===== src/rtl/bram_acc_pkg.sv =====
// Shared definitions for the BRAM read-sequencer blocks: control FSM state encoding
// and the supported read-latency range.
package bram_acc_pkg;

    typedef enum logic [1:0] {
        StIdle  = 2'd0,
        StRun   = 2'd1,
        StDrain = 2'd2,
        StDone  = 2'd3
    } state_e;

    localparam int unsigned MaxRdLatency = 4;

endpackage


===== src/rtl/rd_latency_pipe.sv =====
// Valid/last shift register matching the BRAM read latency, with synchronous flush.
// empty_o is high when no beat sits behind the output stage, i.e. the pipe is empty next cycle.
module rd_latency_pipe #(
    parameter int unsigned Depth = 1
) (
    input  logic clk,
    input  logic rst,
    input  logic flush_i,
    input  logic valid_i,
    input  logic last_i,
    output logic valid_o,
    output logic last_o,
    output logic empty_o
);

    logic [Depth-1:0] valid_q, valid_d;
    logic [Depth-1:0] last_q, last_d;

    always_comb begin
        valid_d    = valid_q;
        last_d     = last_q;
        valid_d[0] = valid_i;
        last_d[0]  = last_i & valid_i;
        for (int unsigned i = 1; i < Depth; i++) begin
            valid_d[i] = valid_q[i-1];
            last_d[i]  = last_q[i-1];
        end
    end

    // The output stage is excluded: it leaves the pipe on the coming edge.
    always_comb begin
        empty_o = 1'b1;
        for (int unsigned i = 0; i + 1 < Depth; i++) begin
            if (valid_q[i]) empty_o = 1'b0;
        end
    end

    always_ff @(posedge clk) begin
        if (rst || flush_i) begin
            valid_q <= '0;
            last_q  <= '0;
        end else begin
            valid_q <= valid_d;
            last_q  <= last_d;
        end
    end

    assign valid_o = valid_q[Depth-1];
    assign last_o  = last_q[Depth-1];

endmodule


===== src/rtl/bram_rd_seq_fsm.sv =====
// BRAM read sequencer: issues cnt_val reads at base + k*stride, optionally looping,
// and returns data aligned with valid/last strobes after the BRAM read latency.
module bram_rd_seq_fsm
    import bram_acc_pkg::*;
#(
    parameter int unsigned CNT_WIDTH  = 31,
    parameter int unsigned ADDR_WIDTH = 16,
    parameter int unsigned DATA_WIDTH = 32,
    parameter int unsigned RD_LATENCY = 1
) (
    input  logic                  clk,
    input  logic                  rst,
    input  logic                  start_i,
    input  logic [CNT_WIDTH-1:0]  cnt_val_i,
    input  logic [ADDR_WIDTH-1:0] base_addr_i,
    input  logic [ADDR_WIDTH-1:0] stride_i,
    input  logic                  loop_i,
    input  logic                  stop_i,
    input  logic                  abort_i,
    input  logic                  issue_en_i,
    output logic                  bram_ce_o,
    output logic [ADDR_WIDTH-1:0] bram_addr_o,
    input  logic [DATA_WIDTH-1:0] bram_q_i,
    output logic [DATA_WIDTH-1:0] rd_data_o,
    output logic                  rd_valid_o,
    output logic                  rd_last_o,
    output logic [CNT_WIDTH-1:0]  cnt_o,
    output logic                  idle_o,
    output logic                  run_o,
    output logic                  drain_o,
    output logic                  done_o
);

    state_e                state_q, state_d;
    logic [CNT_WIDTH-1:0]  cnt_q, cnt_d;
    logic [CNT_WIDTH-1:0]  cnt_val_q, cnt_val_d;
    logic [ADDR_WIDTH-1:0] addr_q, addr_d;
    logic [ADDR_WIDTH-1:0] base_q, base_d;
    logic [ADDR_WIDTH-1:0] stride_q, stride_d;
    logic                  loop_q, loop_d;
    logic                  stop_q, stop_d;

    logic issue;
    logic final_issue;
    logic flush;
    logic pipe_empty;

    always_comb begin
        state_d     = state_q;
        cnt_d       = cnt_q;
        cnt_val_d   = cnt_val_q;
        addr_d      = addr_q;
        base_d      = base_q;
        stride_d    = stride_q;
        loop_d      = loop_q;
        stop_d      = stop_q;
        issue       = 1'b0;
        final_issue = 1'b0;
        flush       = 1'b0;

        unique case (state_q)
            StIdle: begin
                if (start_i) begin
                    cnt_val_d = cnt_val_i;
                    base_d    = base_addr_i;
                    stride_d  = stride_i;
                    loop_d    = loop_i;
                    stop_d    = 1'b0;
                    cnt_d     = '0;
                    addr_d    = base_addr_i;
                    state_d   = (cnt_val_i == '0) ? StDone : StRun;
                end
            end
            StRun: begin
                if (abort_i) begin
                    flush   = 1'b1;
                    state_d = StIdle;
                end else begin
                    if (stop_i) stop_d = 1'b1;
                    if (issue_en_i) begin
                        issue = 1'b1;
                        if (cnt_q == cnt_val_q - CNT_WIDTH'(1)) begin
                            final_issue = 1'b1;
                            // A stop raised on the final beat still ends this pass.
                            if (!loop_q || stop_q || stop_i) begin
                                state_d = StDrain;
                            end else begin
                                cnt_d  = '0;
                                addr_d = base_q;
                            end
                        end else begin
                            cnt_d  = cnt_q + CNT_WIDTH'(1);
                            addr_d = addr_q + stride_q;
                        end
                    end
                end
            end
            StDrain: begin
                if (abort_i) begin
                    flush   = 1'b1;
                    state_d = StIdle;
                end else if (pipe_empty) begin
                    state_d = StDone;
                end
            end
            StDone: begin
                state_d = StIdle;
            end
            default: begin
                state_d = StIdle;
            end
        endcase
    end

    always_ff @(posedge clk) begin
        if (rst) begin
            state_q   <= StIdle;
            cnt_q     <= '0;
            cnt_val_q <= '0;
            addr_q    <= '0;
            base_q    <= '0;
            stride_q  <= '0;
            loop_q    <= 1'b0;
            stop_q    <= 1'b0;
        end else begin
            state_q   <= state_d;
            cnt_q     <= cnt_d;
            cnt_val_q <= cnt_val_d;
            addr_q    <= addr_d;
            base_q    <= base_d;
            stride_q  <= stride_d;
            loop_q    <= loop_d;
            stop_q    <= stop_d;
        end
    end

    rd_latency_pipe #(
        .Depth (RD_LATENCY)
    ) u_rd_latency_pipe (
        .clk     (clk),
        .rst     (rst),
        .flush_i (flush),
        .valid_i (issue),
        .last_i  (final_issue),
        .valid_o (rd_valid_o),
        .last_o  (rd_last_o),
        .empty_o (pipe_empty)
    );

    assign bram_ce_o   = issue;
    assign bram_addr_o = addr_q;
    assign rd_data_o   = bram_q_i;
    assign cnt_o       = cnt_q;
    assign idle_o      = (state_q == StIdle);
    assign run_o       = (state_q == StRun);
    assign drain_o     = (state_q == StDrain);
    assign done_o      = (state_q == StDone);

endmodule


===== config.mk =====
export PLATFORM = sky130hd
export DESIGN_NAME = bram_rd_seq_fsm
export DESIGN_NICKNAME = d
export VERILOG_FILES = /design/src/rtl/bram_acc_pkg.sv /design/src/rtl/rd_latency_pipe.sv /design/src/rtl/bram_rd_seq_fsm.sv
export SDC_FILE = /design/constraint.sdc
export NUM_CORES = 1
export LEC_CHECK = 0
export CORE_MARGIN = 4
export CORE_UTILIZATION = 45
export CTS_CLUSTER_DIAMETER = 60
export DETAILED_ROUTE_END_ITERATION = 8
export GPL_TIMING_DRIVEN = 0
export PLACE_DENSITY = 0.75
export SLEW_MARGIN = 30
export SYNTH_ARGS = -nofsm -noshare
export SYNTH_HDL_FRONTEND = slang
export SYNTH_HIERARCHICAL = 1
export SYNTH_SLANG_ARGS = --single-unit
export TNS_END_PERCENT = 5

===== constraint.sdc =====
create_clock -name clk -period 4.21 [get_ports clk]
set_input_delay 0.421 -clock clk [delete_from_list [all_inputs] [get_ports clk]]
set_output_delay 0.421 -clock clk [all_outputs]
set_load 0.1 [all_outputs]

==> results.json <==
{
  "criticalPathCategory": "flip-flop to flip-flop",
  "grt_use_total_pct": 23.4,
  "root_buffer": "clkbuf_16",
  "slew-limit-headroom_pct": 33.2,
  "initial_core_util_pct": 46.2,
  "yosys-top-cells-area": "dfxtp_1 33%, nand2_1 8.8%, a21oi_1 8.7%",
  "syn_to_final_growth_pct": 34.3,
  "p_switching_mw": 1.74,
  "syn_area_per_cell_um2": 7.79,
  "post_drt_wl_per_cell_um": 16.2,
  "ir_drop_mv": 0.325,
  "min_period_ns": 4.06,
  "yosysSeqAreaShare_pct": 32.8,
  "skew_ns": 0.00742,
  "grt_pass1_vias": 6698,
  "outcome": "complete, no violations",
  "maxSlewViolCount": 0,
  "ant_nets": 0,
  "ys_ff_latch": 116,
  "yosysTopAreaCellShare_pct": 32.8,
  "dp_cells": 1272,
  "diodes": 0,
  "power_leakage_nw": 3.64,
  "drt-pass1-iter-count": 5,
  "maxCapViolCount": 0,
  "grt_start_max_net_pins": 17,
  "synthesis.area_um2": 7070,
  "cp.buffers_inverters": 2,
  "overflow": 0,
  "wirelength_um": 21200,
  "cell_internal_pwr_mw": 2.66,
  "via_count": 7158,
  "numCtsBuffers": 17,
  "grtUsageMet2_pct": 39.4,
  "crit_slowest_cell": "or3b_1",
  "r2r_cells": 11,
  "p_seq_share_pct": 29.9,
  "met3_usage_pct": 5.25,
  "clkPwrFrac_pct": 32.6,
  "insertion_delay_ns": 0.42,
  "num_rows": 45,
  "antenna_found_initial": 0,
  "synth_cells": 907,
  "synthAdderAreaFrac_pct": 4.00,
  "final_common_cell": "nand2_1",
  "setup_viol": 0,
  "yosysWarnings": 6,
  "synth_edf_count": 0,
  "cp-start-kind": "flip-flop",
  "synth_fp_nets": 1031,
  "busiest_layer": "met2",
  "worstHoldStart": "base_q[7]$_SDFFE_PP0P_",
  "p_comb_share_pct": 37.5,
  "min_to": "base_q[7]$_SDFFE_PP0P_",
  "clk_path_buf_depth": 2,
  "synth_xor_area_share_pct": 6.32,
  "crit_cells": 11,
  "path_cells": "nor2_1 -> nand4_1 -> or3b_1 -> a2111o_1 -> a2111oi_4 -> nand4b_2 -> buf_6 -> o21ai_4 -> nor2_2 -> buf_4 -> a22o_1",
  "worst_pin_slew_ns": 0.999,
  "synth_top_family_by_area": "simple AND/OR/NAND/NOR gates",
  "clkSinkCount": 116,
  "die_height_um": 133,
  "drive_gt1_share_pct": 9.51,
  "holdWs_ns": 0.454,
  "grt_use_met1_pct": 29.5,
  "synth_mux_area_share_pct": 2.57,
  "fmax_mhz": 247,
  "coreArea_um2": 15300,
  "cp_max_fo": 10,
  "clk_pin_slew_ns": 0.06,
  "synth-simple-area-share_pct": 25.5,
  "synth.distinct_cells": 74,
  "p_per_area_nw_per_um2": 464,
  "crit_path_end_kind": "flip-flop",
  "yosysTopAreaCell": "dfxtp_1",
  "postCtsHoldBufs": 0,
  "drt_iter0_drc": 560,
  "die_area_um2": 17800,
  "synth_flop_cell": "dfxtp_1",
  "port_buffers": 154,
  "tritoncts": "built",
  "async_flop_share_pct": 0,
  "nets": 1205,
  "via_per_inst": 5.49,
  "ios": 188,
  "hpwl_um": 16000,
  "ff2ff_setup_slack_ns": 0.15,
  "finalCritPeriodShare_pct": 96.4,
  "remaining_drc_errors": 0,
  "max_stage_delay_ns": 0.50,
  "fp.dieW_um": 133,
  "cp_data_arrival_time_ns": 4.37,
  "grt_pass1_wl_um": 33700,
  "min_path_cells": 2,
  "cts-htree-levels": 4,
  "r2r_start": "cnt_val_q[0]$_SDFFE_PP0P_",
  "finalHoldViolCount": 0,
  "r2r-end": "bram_addr_o[6]$_SDFFE_PP0P_",
  "hold_path_class": "flip-flop to flip-flop",
  "most-common-layout-cells": "165 x nand2_1, 153 x clkdlybuf4s50_1, 123 x a21oi_1",
  "synth-compound-area-share_pct": 20.5,
  "gp_congestion": 0.918,
  "cp_top_family": "simple AND/OR/NAND/NOR gates",
  "required_ns": 4.53,
  "p_sw_share_pct": 39.6,
  "fin_cells": 1305
}
==> registers in the layout, summed over array words and instances, names as in the netlist <==
| register | cells |
|---|---|
| stop_q | 1 |
| stride_q | 16 |
| cnt_o | 31 |
| loop_q | 1 |
| state_q | 2 |
| bram_addr_o | 16 |
| u_rd_latency_pipe/valid_o | 1 |
| base_q | 16 |
| cnt_val_q | 31 |
| u_rd_latency_pipe/last_o | 1 |
==> cell families after synthesis <==
logic type      count (synthesis)
mux                            18
xor+xnor                       51
simple gates                  360
buf+inv                       106
flops                         116
other cells                     1
compound gates                233
fa+ha+maj                      22
==> Yosys cell counts, drive strengths merged, types with 11 or more instances <==
cell and n:
a21oi 123, a22o 12, buf 49, clkbuf 34
dfxtp 116, ha 21, inv 23, mux2i 17
nand2 165, nand3 18, nand4 11, nor2 43
nor3 22, nor4 13, o211ai 11, o21ai 34
or3 27, xnor2 35, xor2 16
==> area by class of cell <==
class | count | area [um^2]
Multi-Input combinational cell | 685 | 4190
Tap cell | 211 | 264
Buffer | 82 | 488
Timing Repair Buffer | 156 | 1550
Inverter | 23 | 86.3
Clock buffer | 20 | 457
Fill cell | 1387 | 5820
Sequential cell | 116 | 2320
Clock inverter | 12 | 131
==> power groups by stage <==
stage,combinational [mW],sequential (mW),clock [mW]
5_1_grt,1.77,1.33,1.50
3_5_place_dp,1.63,1.33,0
3_3_place_gp,1.61,1.33,0
6_report,1.65,1.31,1.44
4_1_cts,1.64,1.31,1.44
2_1_floorplan,0.917,1.62,0
==> repair_timing <==
item / CTS / global route
resized for setup: 0 / 2
buffers inserted: 0 / 2
endpoints found under the setup margin: 0 / 31
==> worst min-delay path, stage by stage, from the launching register on <==
cell and delay [ns]:
dfxtp_1 0.31, nand2_1 0.05, a21oi_1 0.05
==> per-layer routing <==
layer	vias to the layer above	part of all wire [%]
li1	3539	-
met3	36	8.1
met1	3276	42
met2	307	48
met5	-	0
met4	0	2.2
==> metrics by stage <==
stage                     worst slack, ns  power [mW]  instance area [um^2]  setup TNS (ns)  utilization, %
after global routing              -0.0135        4.60                  9490         -0.0672            62.0
after floorplan                     0.584        2.54                  7070               0               -
final                               0.153        4.40                  9490               0            62.0
after CTS                           0.162        4.39                  9470               0            61.8
after global placement              0.171        2.94                  8880               0            58.0
after detailed placement            0.182        2.96                  8880               0            58.0
==> worst max path at each step <==
stage / start / to / slack (ns)
CTS: cnt_val_q[3]$_SDFFE_PP0P_ / bram_addr_o[3]$_SDFFE_PP0P_ / 0.16
global placement: cnt_val_q[3]$_SDFFE_PP0P_ / cnt_o[3]$_SDFFE_PP0P_ / 0.17
detailed placement: cnt_val_q[3]$_SDFFE_PP0P_ / bram_addr_o[13]$_SDFFE_PP0P_ / 0.18
global route: cnt_val_q[2]$_SDFFE_PP0P_ / bram_addr_o[4]$_SDFFE_PP0P_ / -0.01
finish: cnt_val_q[0]$_SDFFE_PP0P_ / bram_addr_o[6]$_SDFFE_PP0P_ / 0.15
floorplan: cnt_o[2]$_SDFFE_PP0P_ / bram_addr_o[10]$_SDFFE_PP0P_ / 0.58
Note: power is estimated with default switching activity, not from simulation.
